$ cat src/rtl/lvdc_timing_pkg.sv
`default_nettype none
// ============================================================================
//  Module      : lvdc_timing_pkg
//  Description : Shared types and helpers for the LVDC timing sequencer.
//                Holds the run-state encoding, the default timing-chain sizes
//                and the bit-time/phase advance function.
//  Revision    : 1.0  initial release
// ============================================================================
package lvdc_timing_pkg;

    // Fixed 2-bit encodings. HALTED is all-zero so a cleared copy is halted.
    typedef enum logic [1:0] {
        ST_HALTED = 2'b00,
        ST_RUN    = 2'b01,
        ST_STEP   = 2'b10
    } state_t;

    localparam int c_DEF_BIT_TIMES = 14;  // 13 data bits + parity
    localparam int c_DEF_PHASES    = 3;

    // Bit time never exceeds 15 (at most 16 bit times), so 4 bits carry it.
    typedef struct packed {
        logic [3:0] bt;    // next bit time
        logic [1:0] ph;    // next phase
        logic       wrap;  // bit time wraps to 0
        logic       last;  // wrap out of the final phase
    } count_t;

    // Advance the (bit_time, phase) pair by one bit. Out-of-range inputs
    // (only possible after a multi-copy upset) are treated as a wrap.
    function automatic count_t next_count(input logic [3:0] bt,
                                          input logic [1:0] ph,
                                          input int         bit_times,
                                          input int         phases);
        count_t nc;
        nc.wrap = (int'(bt) >= bit_times - 1);
        nc.last = nc.wrap && (int'(ph) >= phases - 1);
        nc.bt   = nc.wrap ? 4'd0 : 4'(int'(bt) + 1);
        if (!nc.wrap)
            nc.ph = ph;
        else if (nc.last)
            nc.ph = 2'd0;
        else
            nc.ph = 2'(int'(ph) + 1);
        return nc;
    endfunction

endpackage
`default_nettype wire

$ cat src/rtl/lvdc_timing_sequencer_vote.sv
`default_nettype none
// ============================================================================
//  Module      : tmr_vote3
//  Description : Bitwise 2-of-3 majority voter with per-input disagree flags.
//  Revision    : 1.0  initial release
// ============================================================================
module tmr_vote3 #(
    parameter int WIDTH = 8
) (
    input  logic [WIDTH-1:0] i_a,
    input  logic [WIDTH-1:0] i_b,
    input  logic [WIDTH-1:0] i_c,
    output logic [WIDTH-1:0] o_voted,
    output logic [2:0]       o_disagree
);

    // Majority per bit; a flag marks any input that lost at least one bit.
    always_comb begin
        o_voted       = (i_a & i_b) | (i_a & i_c) | (i_b & i_c);
        o_disagree[0] = |(i_a ^ o_voted);
        o_disagree[1] = |(i_b ^ o_voted);
        o_disagree[2] = |(i_c ^ o_voted);
    end

endmodule
`default_nettype wire

$ cat src/rtl/lvdc_timing_sequencer.sv
`default_nettype none
// ============================================================================
//  Module      : lvdc_timing_sequencer
//  Description : LVDC timing chain. Counts bit times and phases from the
//                clock-logic bit strobe, with maintenance halt/single-step
//                that stops only on phase boundaries. State is kept in three
//                redundant copies, majority voted every cycle.
//  Revision    : 1.0  initial release
// ============================================================================
module lvdc_timing_sequencer
    import lvdc_timing_pkg::*;
#(
    parameter int BIT_TIMES = c_DEF_BIT_TIMES,
    parameter int PHASES    = c_DEF_PHASES,
    parameter int BT_W      = 4
) (
    input  logic            clk,
    input  logic            rst,
    input  logic            bit_en,
    input  logic            halt_req,
    input  logic            step_req,
    input  logic [2:0]      inject_fault,
    output logic [BT_W-1:0] bit_time,
    output logic [1:0]      phase,
    output logic            bit_strobe,
    output logic            phase_start,
    output logic            cycle_end,
    output logic            halted,
    output logic [2:0]      tmr_miscompare
);

    // Copy layout: {state, phase, bit_time}
    localparam int c_W = 2 + 2 + BT_W;

    logic [c_W-1:0]  r_copy [3];
    logic [c_W-1:0]  w_voted;
    logic [c_W-1:0]  w_next;
    logic [2:0]      w_disagree;
    state_t          w_state;
    state_t          w_state_nx;
    logic [1:0]      w_ph;
    logic [1:0]      w_ph_nx;
    logic [BT_W-1:0] w_bt;
    logic [BT_W-1:0] w_bt_nx;
    logic            w_count_en;
    logic            w_wrap;
    count_t          w_cnt;
    logic            r_bit_strobe;
    logic            r_phase_start;
    logic            r_cycle_end;
    logic [2:0]      r_miscompare;

    tmr_vote3 #(.WIDTH(c_W)) u_vote (
        .i_a        (r_copy[0]),
        .i_b        (r_copy[1]),
        .i_c        (r_copy[2]),
        .o_voted    (w_voted),
        .o_disagree (w_disagree)
    );

    assign w_state = state_t'(w_voted[c_W-1 -: 2]);
    assign w_ph    = w_voted[BT_W +: 2];
    assign w_bt    = w_voted[BT_W-1:0];

    // Next state and counters, always derived from the voted value.
    always_comb begin
        w_state_nx = w_state;
        w_ph_nx    = w_ph;
        w_bt_nx    = w_bt;
        w_cnt      = next_count(4'(w_bt), w_ph, BIT_TIMES, PHASES);
        w_count_en = bit_en && ((w_state == ST_RUN) || (w_state == ST_STEP));
        w_wrap     = w_count_en && w_cnt.wrap;
        if (w_count_en) begin
            w_bt_nx = BT_W'(w_cnt.bt);
            w_ph_nx = w_cnt.ph;
        end
        case (w_state)
            ST_HALTED: begin
                if (step_req)
                    w_state_nx = ST_STEP;
                else if (!halt_req)
                    w_state_nx = ST_RUN;
            end
            ST_RUN: begin
                if (w_wrap && halt_req)
                    w_state_nx = ST_HALTED;
            end
            ST_STEP: begin
                if (w_wrap)
                    w_state_nx = ST_HALTED;
            end
            default: w_state_nx = ST_HALTED;
        endcase
        w_next = {w_state_nx, w_ph_nx, w_bt_nx};
    end

    // Three redundant copies all load the same voted next value; the test
    // input can flip bit 0 of any copy's bit time for a single cycle.
    always_ff @(posedge clk) begin
        for (int i = 0; i < 3; i++) begin
            if (rst)
                r_copy[i] <= {ST_HALTED, 2'd0, {BT_W{1'b0}}};
            else
                r_copy[i] <= w_next ^ c_W'(inject_fault[i]);
        end
    end

    // Registered strobes and sticky miscompare flags.
    always_ff @(posedge clk) begin
        if (rst) begin
            r_bit_strobe  <= 1'b0;
            r_phase_start <= 1'b0;
            r_cycle_end   <= 1'b0;
            r_miscompare  <= 3'b000;
        end else begin
            r_bit_strobe  <= w_count_en;
            r_phase_start <= w_wrap;
            r_cycle_end   <= w_wrap && w_cnt.last;
            r_miscompare  <= r_miscompare | w_disagree;
        end
    end

    assign bit_time       = w_bt;
    assign phase          = w_ph;
    assign halted         = (w_state == ST_HALTED);
    assign bit_strobe     = r_bit_strobe;
    assign phase_start    = r_phase_start;
    assign cycle_end      = r_cycle_end;
    assign tmr_miscompare = r_miscompare;

endmodule
`default_nettype wire

$ cat config.mk
export PLATFORM = sky130hd
export DESIGN_NAME = lvdc_timing_sequencer
export DESIGN_NICKNAME = d
export VERILOG_FILES = /design/src/rtl/lvdc_timing_pkg.sv /design/src/rtl/lvdc_timing_sequencer_vote.sv /design/src/rtl/lvdc_timing_sequencer.sv
export SDC_FILE = /design/constraint.sdc
export NUM_CORES = 1
export LEC_CHECK = 0
export ABC_AREA = 1
export CAP_MARGIN = 25
export CELL_PAD_IN_SITES_DETAIL_PLACEMENT = 1
export CELL_PAD_IN_SITES_GLOBAL_PLACEMENT = 1
export CORE_MARGIN = 2
export CORE_UTILIZATION = 37
export DETAILED_ROUTE_END_ITERATION = 6
export PLACE_DENSITY = 0.9
export SYNTH_ARGS = -nofsm -noshare
export SYNTH_HDL_FRONTEND = slang
export SYNTH_SLANG_ARGS = --single-unit
$ cat constraint.sdc
create_clock -name clk -period 3.23 [get_ports clk]
set_input_delay 0.969 -clock clk [delete_from_list [all_inputs] [get_ports clk]]
set_output_delay 0.969 -clock clk [all_outputs]
set_load 0.02 [all_outputs]
==> results by group, run 1 <==
Outcome
  – Outcome: completed

Floorplanning
  – # rows: 17
  – CORE AREA: about 0.0022 mm2
  – Die Wd: roughly 53 um
  – Io pins: 21
  – Die height: about 53 um
  – Area of the die: between 0.002 and 0.003 mm2
  – Initial core utilization: ~39%

Logic synthesis
  – Top cells by count, synth: 23 x nand2_1, 16 x dfxtp_1, 15 x inv_1
  – Synth Register Bits: 16
  – Post-synth EDFFs: 0
  – Cell with the most instances after synthesis: nand2_1
  – Yosys cell types: 24
  – Post-Synthesis Cells: about 110
  – Syn Nets: ~130
  – Ys async rst share: 0%
  – Share of the synthesized area in the top cell type: 36.5%
  – Register area share after synthesis: between 30% and 40%
  – Leading area contributor after synthesis: dfxtp_1
  – Ys flop type: dfxtp_1
  – Mapped cell area: slightly below 900 um2
  – Top cells by area, synth: dfxtp_1 36%, ha_1 10%, nand2_1 9.8%
  – Yosys warning count: 0
  – Syn Area/Cell: roughly 8 um2

Setup path
  – CP Cell Sequence: nand2_2 > nand3_2 > clkdlybuf4s50_1
  – Setup crit start kind: flip-flop
  – Slowest CP cell: clkdlybuf4s50_1
  – Crit path largest cell delay: 640 ps
  – Critical path class: reg -> out
  – Critical Path RT: roughly 2300 ps
  – CP max FO: 8
  – Setup crit end kind: output port
  – Critical Path AT: 1640 ps

Power and ir drop
  – P_sw: between 0.15 and 0.2 mW
  – Pwr Total: approximately 0.53 mW
  – Power Density: ~470 mW/mm2
  – Combinational power share: 30.8%
  – Sequential Power Share: between 40% and 50%
  – Clock power share: about a quarter
  – Peak supply drop: roughly 430 uV
  – Sw Share: between 30% and 40%
  – Pleak: between 0.5 and 0.6 nW
  – Int Pwr: approximately 0.35 mW

Placement
  – DP HPWL: between 1500 and 2000 um
  – Port Buf Inserts: 20
  – Gp weighted congestion: 0.716
  – Placed Cells: 156

Min path
  – Hold crit path type: reg -> reg

Global route
  – Grt ovf: 0
  – First-pass GRT wire length: around 3300 um
  – Met1 Usage GRT: around 15%
  – Vias in the first global route: 807
  – Initial antenna violation count: 0
  – Met2 Use GR: about 33%
  – GRT Util Overall: ~16%
  – Pin count of the biggest net entering global routing: 10
  – GRT busiest layer: met2
  – Grt met3 use: 5.43%

STA
  – Final Max Slew Viols: 0
  – Final period demand of the worst path: between 2000 and 3000 ps
  – Final period util: a little over 80%
  – Setup TNS: 0 ps
  – Worst hold slack: between 400 and 500 ps
  – Final setup fails: 0
  – Max Clk Rate: around 0.38 GHz
  – Slew Limit Headroom: roughly 80%
  – Clock Skews: 1.54 ps
  – Unrepaired setup endpoints after global routing: false
  – Worst Max-Slew Pin Slew: ~320 ps
  – Hold Vio Cnt, Final: 0

Detailed routing
  – DRC Markers: 0
  – Total iterations of the first detailed-routing run: 3
  – Post-DRT Antenna Nets: 0
  – Total wire length: 1870 um
  – WL/cell: ~12 um
  – Starting DRT DRC Count: 7
  – Via density: 4.80
  – Via Count: approximately 770

Clocking
  – Post-CTS Setup Inserts: 0
  – Clock transition at path regs: around 90 ps
  – TritonCTS Buffers: 3
  – CTS Root Cell: clkbuf_4
  – H-tree depth: 1
  – CTS tree: yes
  – Post-CTS Resized: 0
  – Worst skew pair latency: about 280 ps
  – Sink Count: 16
  – Cts hold-fix bufs: 0
  – CTS Buffer Depth: 2

Cells and area
  – Layout net count: 148
  – Non-Filler Instances: 160
  – Layout cells sized above 1: between 10 and 15%
  – Layout area overhead: 26.6%
  – Antenna Cells: 0

Run
  – Max Cap Violations: 0
==> cell families (layout without fill, tap and decap cells) <==
| group | Yosys count | after routing | synth area share [%] |
|---|---|---|---|
| AOI/OAI and AO/OA | 10 | 10 | 6.98 |
| xor gates and xnor gates | 3 | 3 | 2.99 |
| adders and majority gates | 7 | 7 | 9.97 |
| buffers and inverters | 24 | 43 | 12.4 |
| DFF | 16 | 16 | 36.5 |
| and+or+nand+nor | 53 | 53 | 31.2 |
==> power by group through the flow <==
| stage | registers [mW] | clock network (mW) | logic [mW] |
|---|---|---|---|
| 3_3_place_gp | 0.235 | 0 | 0.157 |
| 3_5_place_dp | 0.237 | 0 | 0.162 |
| 4_1_cts | 0.233 | 0.135 | 0.165 |
| 6_report | 0.233 | 0.131 | 0.162 |
| 5_1_grt | 0.235 | 0.143 | 0.182 |
| 2_1_floorplan | 0.245 | 0 | 0.0954 |
==> worst max-delay path, delay by kind of cell, from the launching register on <==
family,cells,cell delay (ps)
buffers and inverters,1,640
flip-flops,1,420
AND/OR/NAND/NOR,2,300
==> path summary, 6_finish.rpt <==
kind	to	cells after the start	start	slack, ps
hold / removal	tmr_miscompare[0]	2	tmr_miscompare[0]	490
hold reg to reg	tmr_miscompare[0]	2	tmr_miscompare[0]	490
setup reg to reg	flip-flop	7	r_copy[2][6]	1640
setup / recovery	bit_time[0]	3	r_copy[0][0]	620
==> layer usage <==
| metal | wire (um) | up-vias |
|---|---|---|
| met5 | 0 | - |
| met3 | 86 | 0 |
| met1 | 729 | 365 |
| met2 | 1050 | 19 |
| met4 | 0 | 0 |
| li1 | - | 384 |
==> cell type report <==
class | count | area, um2
tap | 28 | 35.0
multi-input combinational | 73 | 449
fill | 287 | 1120
clock buffer | 4 | 36.3
inverter | 19 | 71.3
timing repair buffer | 20 | 200
sequential | 16 | 320
==> cell usage in the layout, fill, tap and decap left out, drive strengths merged <==
cell type and count:
clkbuf 4, xor2 3, nor3 1, a21oi 4, nand3 6, o31ai 2
inv 18, clkdlybuf4s50 20, o21ai 3, nor2 14, o211ai 1, clkinv 1
nand4 3, dfxtp 16, or2 2, ha 7, nand2 27
==> metrics by stage <==
stage	setup slack [ps]	utilization, %	cell area, um2
global route	547	49.8	1110
global placement	1000	48.2	1080
finish	620	49.8	1110
floorplan	1550	-	878
CTS	612	49.8	1110
detailed placement	952	48.2	1080
Note: power is estimated with default switching activity, not from simulation.
==> inputs of run 2 (changes only) <==
--- a/config.mk
+++ b/config.mk
@@ -10,9 +10,9 @@
 export CELL_PAD_IN_SITES_DETAIL_PLACEMENT = 1
 export CELL_PAD_IN_SITES_GLOBAL_PLACEMENT = 1
 export CORE_MARGIN = 2
-export CORE_UTILIZATION = 37
+export CORE_UTILIZATION = 34
 export DETAILED_ROUTE_END_ITERATION = 6
-export PLACE_DENSITY = 0.9
+export PLACE_DENSITY = 0.84
 export SYNTH_ARGS = -nofsm -noshare
 export SYNTH_HDL_FRONTEND = slang
 export SYNTH_SLANG_ARGS = --single-unit
==> constraint.sdc (replaced) <==
create_clock -name clk -period 2.45 [get_ports clk]
set_input_delay 0.735 -clock clk [delete_from_list [all_inputs] [get_ports clk]]
set_output_delay 0.735 -clock clk [all_outputs]
set_load 0.02 [all_outputs]
==> run 2 against run 1 <==
Effect of this change: non-clock buffer count did not move; register-to-register slack got worse by 800 ps; worst setup slack got worse by 510 ps; via count fell by 2.3%; core utilization fell by 4.4 points; first-iteration DRC count fell by 14%; final cell count rose by 1.3%; global-route usage fell by 0.15 points; critical path type unchanged; critical endpoint unchanged.
==> results by group, run 2 (same netlist as run 1, synthesis figures left out) <==
Outcome
  – Outcome: completed

Cells and area
  – Antenna Cells: 0 (unchanged)
  – Layout cells sized above 1: 14.4% (unchanged)
  – Layout net count: 148 (unchanged)
  – Commonest non-fill, non-tap cell in the layout: nand2_1
  – Most frequent cells in the layout: 23 x nand2_1, 20 x clkdlybuf4s50_1, 16 x dfxtp_1
  – Layout area overhead: 26.9%

Min path
  – Hold path depth: 2 (unchanged)
  – Worst hold path endpoint: tmr_miscompare[2]
  – Hold crit path type: reg -> reg
  – Hold_sp: tmr_miscompare[2]

Detailed routing
  – WL/cell: 11.9 um (+1.8%)
  – Post-DRT Antenna Nets: 0 (unchanged)
  – Starting DRT DRC Count: 6 (-1)
  – Total iterations of the first detailed-routing run: 4 (+1)
  – Via density: 4.63 (-3.5%)
  – Total wire length: 1930 um (+3.1%)
  – Via Count: 750 (-2.3%)
  – DRC Markers: 0 (unchanged)

Power and ir drop
  – Sequential Power Share: 44.2% (about the same)
  – Power Density: 620 mW/mm2 (+31%)
  – Combinational power share: 30.6% (-0.2 points)
  – P_sw: 0.225 mW (+31%)
  – Clock power share: 25.2% (+0.3 points)
  – Pleak: 0.523 nW (unchanged)
  – Peak supply drop: 304 uV (-30%)
  – Sw Share: 32.5% (-0.21 points)
  – Pwr Total: 0.691 mW (+32%)
  – Int Pwr: 0.466 mW (+32%)

Clocking
  – Sink Count: 16 (unchanged)
  – Cts hold-fix bufs: 0 (unchanged)
  – TritonCTS Buffers: 3 (unchanged)
  – CTS Buffer Depth: 2 (unchanged)
  – Post-CTS Setup Inserts: 0 (unchanged)
  – Clock transition at path regs: 100 ps (about the same)
  – H-tree depth: 1 (unchanged)
  – Worst skew pair latency: 280 ps (about the same)
  – Post-CTS Resized: 0 (unchanged)
  – CTS tree: yes
  – CTS Root Cell: clkbuf_4

Floorplanning
  – Initial core utilization: 35.8% (-3.5 points)
  – # rows: 18 (+1)
  – Die height: 54.8 um (+4.0%)
  – Die Wd: 54.8 um (+4.0%)
  – Io pins: 21 (unchanged)
  – CORE AREA: 0.00245 mm2 (+9.9%)
  – Area of the die: 0.00301 mm2 (+8.1%)

Global route
  – GRT Util Overall: 15.8% (-0.15 points)
  – Initial antenna violation count: 0 (unchanged)
  – Pin count of the biggest net entering global routing: 10 (unchanged)
  – Vias in the first global route: 783 (-3.0%)
  – Grt ovf: 0 (unchanged)
  – First-pass GRT wire length: 3310 um (+1.3%)

STA
  – Worst Max-Slew Pin Slew: 286 ps (-30.3 ps)
  – Final period util: ~96%
  – Final Max Slew Viols: 0 (unchanged)
  – Slew Limit Headroom: 80.9% (+2.0 points)
  – Setup TNS: 0 ps (unchanged)
  – Unrepaired setup endpoints after global routing: false
  – Hold Vio Cnt, Final: 0 (unchanged)
  – Final period demand of the worst path: approximately 2300 ps
  – Clock Skews: 1.24 ps (-0.301 ps)
  – Final setup fails: 0 (unchanged)
  – Max Clk Rate: 0.427 GHz

Placement
  – DP HPWL: 1620 um (+6.5%)
  – Port Buf Inserts: 20 (unchanged)
  – Gp weighted congestion: 0.714 (-0.28%)

Setup path
  – Register-to-register setup slack: 840 ps (-800 ps)
  – Critical Path AT: 1610 ps (-30 ps)
  – Critical path class: reg -> out
  – Worst r2r dst: r_copy[2][7]
  – Setup crit end kind: output port
  – R2R depth: 9 (+2)
  – RR Startpoint: r_copy[2][7]
  – Setup crit start kind: flip-flop
  – Critical Path RT: 1710 ps (-550 ps)
  – CP max FO: 8 (unchanged)

Run
  – Max Cap Violations: 0 (unchanged)
## run 2: cell counts in the layout (fill, tap and decap cells not counted)
Identical to the previous run, type by type.
## run 2: stage by stage
| stage | hold WS (ps) | cells | setup WS (ps) | util [%] | instance area, um2 |
|---|---|---|---|---|---|
| 2_1_floorplan | 479 | 113 | 999 | - | 878 |
| 3_3_place_gp | 453 | 158 | 448 | 43.9 | 1080 |
| 3_5_place_dp | 460 | 158 | 421 | 43.9 | 1080 |
| 4_1_cts | 492 | 162 | 76.6 | 45.4 | 1110 |
| 5_1_grt | 526 | 162 | 4.87 | 45.4 | 1110 |
| 6_report | 481 | 162 | 107 | 45.4 | 1110 |
## run 2: area by class of cell
type                       count  area [um2]
clock buffer                   4        36.3
fill                         322        1340
inverter                      19        71.3
multi-input combinational     73         449
sequential                    16         320
tap                           30        37.5
timing repair buffer          20         200
## run 2: power by group through the flow
stage / Clock (mW) / Combinational [mW] / Sequential, mW
5_1_grt: 0.193 / 0.241 / 0.310
4_1_cts: 0.182 / 0.217 / 0.307
3_5_place_dp: 0 / 0.214 / 0.312
2_1_floorplan: 0 / 0.126 / 0.322
3_3_place_gp: 0 / 0.207 / 0.311
6_report: 0.174 / 0.211 / 0.306
## run 2: how the worst max path moves through the flow
| stage | to | from | slack [ps] | cells after the start |
|---|---|---|---|---|
| after floorplan | halted | r_copy[2][6] | 1000 | 2 |
| after global placement | bit_time[0] | r_copy[1][0] | 450 | 3 |
| after detailed placement | bit_time[0] | r_copy[0][0] | 420 | 3 |
| after CTS | bit_time[0] | r_copy[1][0] | 80 | 3 |
| after global routing | bit_time[0] | r_copy[0][0] | 5 | 3 |
| final | bit_time[0] | r_copy[1][0] | 110 | 3 |
## run 2: critical path, cell delays in order (launching register included)
cell and delay (ps):
dfxtp_1 400, nand2_2 110, nand3_2 180, clkdlybuf4s50_1 630
## run 2: layer usage
metal / global-route usage (%) / part of all wire (%) / vias to the layer above
li1: - / - / 384
met1: 16.4 / 40 / 345
met2: 31.3 / 54 / 17
met3: 2.73 / 4.1 / 4
met4: 5.00 / 1.1 / 0
met5: 0 / 0 / -
==> inputs of run 3 (changes only) <==
==> constraint.sdc (replaced) <==
create_clock -name clk -period 2.45 [get_ports clk]
set_input_delay 0.49 -clock clk [delete_from_list [all_inputs] [get_ports clk]]
set_output_delay 0.49 -clock clk [all_outputs]
set_load 0.02 [all_outputs]
==> run 3 against run 2 <==
Effect of this change: first-iteration DRC count decreased by 50%; via count grew 1.7%; cell area unchanged; maximum frequency grew 10%; worst setup slack better by 220 ps; critical path depth unchanged; flip-flop and latch count did not move; final cell count unchanged; die area stayed put; critical path type unchanged; largest power group unchanged.
==> results by group, run 3 (same netlist as run 1, synthesis figures left out) <==
Outcome
  – Outcome: completed

STA
  – Final worst slack: 326 ps (+218 ps)
  – Max Clk Rate: 0.471 GHz (+10%)
  – Final Max Slew Viols: 0 (unchanged)
  – Final period demand of the worst path: 2120 ps (-218 ps)
  – Final setup fails: 0 (unchanged)
  – Unrepaired setup endpoints after global routing: false
  – Clock Skews: 1.68 ps (+0.445 ps)
  – Worst Max-Slew Pin Slew: 287 ps (+0.652 ps)
  – Worst hold slack: 481 ps (-0.0890 ps)
  – Final period util: 86.7% (-8.9 points)
  – Slew Limit Headroom: 80.8% (about the same)
  – Hold Vio Cnt, Final: 0 (unchanged)
  – Setup TNS: 0 ps (unchanged)

Run
  – Max Cap Violations: 0 (unchanged)

Detailed routing
  – Starting DRT DRC Count: 3 (-3)
  – DRC Markers: 0 (unchanged)
  – Via density: 4.71 (+1.7%)
  – WL/cell: 12.2 um (+2.8%)
  – Post-DRT Antenna Nets: 0 (unchanged)
  – Via Count: 763 (+1.7%)
  – Total wire length: 1980 um (+2.8%)
  – Total iterations of the first detailed-routing run: 4 (unchanged)

Global route
  – First-pass GRT wire length: 3160 um (-4.6%)
  – Pin count of the biggest net entering global routing: 10 (unchanged)
  – Vias in the first global route: 783 (unchanged)
  – Grt ovf: 0 (unchanged)
  – GRT Util Overall: 15.5% (-0.32 points)
  – Initial antenna violation count: 0 (unchanged)

Setup path
  – R2R depth: 9 (unchanged)
  – End of the critical path: bit_time[0]
  – Worst r2r dst: r_copy[2][7]
  – Critical Path AT: 1630 ps (+20 ps)
  – Critical Path RT: 1960 ps (+250 ps)
  – CP max FO: 8 (unchanged)
  – Setup crit end kind: output port
  – Crit. Startpoint: r_copy[1][0]
  – RR Startpoint: r_copy[2][6]
  – Critical path class: reg -> out
  – Register-to-register setup slack: 860 ps (+20 ps)
  – Setup crit start kind: flip-flop

Clocking
  – Sink Count: 16 (unchanged)
  – H-tree depth: 1 (unchanged)
  – Clock transition at path regs: 100 ps (about the same)
  – Post-CTS Setup Inserts: 0 (unchanged)
  – Post-CTS Resized: 0 (unchanged)
  – CTS Root Cell: clkbuf_4
  – TritonCTS Buffers: 3 (unchanged)
  – Worst skew pair latency: 290 ps (about the same)
  – CTS Buffer Depth: 2 (unchanged)
  – Cts hold-fix bufs: 0 (unchanged)
  – CTS tree: yes

Power and ir drop
  – Power Density: 626 mW/mm2 (+1.1%)
  – Peak supply drop: 324 uV (+6.4%)
  – Pleak: 0.523 nW (unchanged)
  – Pwr Total: 0.698 mW (+1.1%)

Placement
  – Gp weighted congestion: 0.714 (unchanged)
  – Placed Cells: 158 (unchanged)
  – Port Buf Inserts: 20 (unchanged)
  – Pre-CTS WS: 668 ps (+247 ps)
  – DP HPWL: 1640 um (+1.0%)
  – Dpl cell area: 0.00108 mm2 (unchanged)

Cells and area
  – Commonest non-fill, non-tap cell in the layout: nand2_1
  – Antenna Cells: 0 (unchanged)
  – Final Instance Area: 0.00111 mm2 (unchanged)
  – Most frequent cells in the layout: 23 x nand2_1, 20 x clkdlybuf4s50_1, 16 x dfxtp_1
  – Layout area overhead: 26.9% (unchanged)
  – Non-Filler Instances: 162 (unchanged)
  – Layout cells sized above 1: 14.4% (unchanged)
  – Fill count: 310 (-3.7%)
  – Layout net count: 148 (unchanged)
  – Utilization after layout: 45.4% (unchanged)

Floorplanning
  – Initial core utilization: 35.8% (unchanged)
  – Area of the die: 0.00301 mm2 (unchanged)
  – Die height: 54.8 um (unchanged)
  – CORE AREA: 0.00245 mm2 (unchanged)
  – Die Wd: 54.8 um (unchanged)
  – # rows: 18 (unchanged)
  – Io pins: 21 (unchanged)

Min path
  – Hold crit path type: reg -> reg
[run 3: cell counts in the layout (fill, tap and decap cells not counted)]
No cell type changed its count.
[run 3: area by class of cell]
cell class,instances,area [um2],share of cell area (%)
Multi-Input combinational cell,73,449,40.3
Timing Repair Buffer,20,200,18.0
Clock buffer,4,36.3,3.25
Tap cell,30,37.5,3.37
Sequential cell,16,320,28.7
Inverter,19,71.3,6.40
[run 3: power by group]
group,internal (mW),switching [mW]
logic,0.0914,0.120
clock network,0.0907,0.0900
registers,0.284,0.0216
[run 3: routing by layer]
layer | share of wire (%) | routed length, um | global-route usage, % | vias to the layer above
li1 | - | - | - | 384
met1 | 39 | 769 | 14.1 | 356
met2 | 55 | 1080 | 30.6 | 18
met3 | 4.9 | 96 | 5.19 | 5
met4 | 1.5 | 30 | 6.25 | 0
met5 | 0 | 0 | 0 | -
[run 3: worst min path at each step]
stage / start / endpoint / depth (start not counted)
after global placement: tmr_miscompare[1] / tmr_miscompare[1] / 2
final: tmr_miscompare[2] / tmr_miscompare[2] / 2
after global routing: tmr_miscompare[2] / tmr_miscompare[2] / 2
after CTS: tmr_miscompare[2] / tmr_miscompare[2] / 2
after detailed placement: tmr_miscompare[0] / tmr_miscompare[0] / 2
after floorplan: r_copy[2][7] / r_copy[2][7] / 2
[run 3: critical path, cell delays in order, from the launching register on]
cell and delay, ps:
dfxtp_1 410, nand2_2 120, nand3_2 180, clkdlybuf4s50_1 630
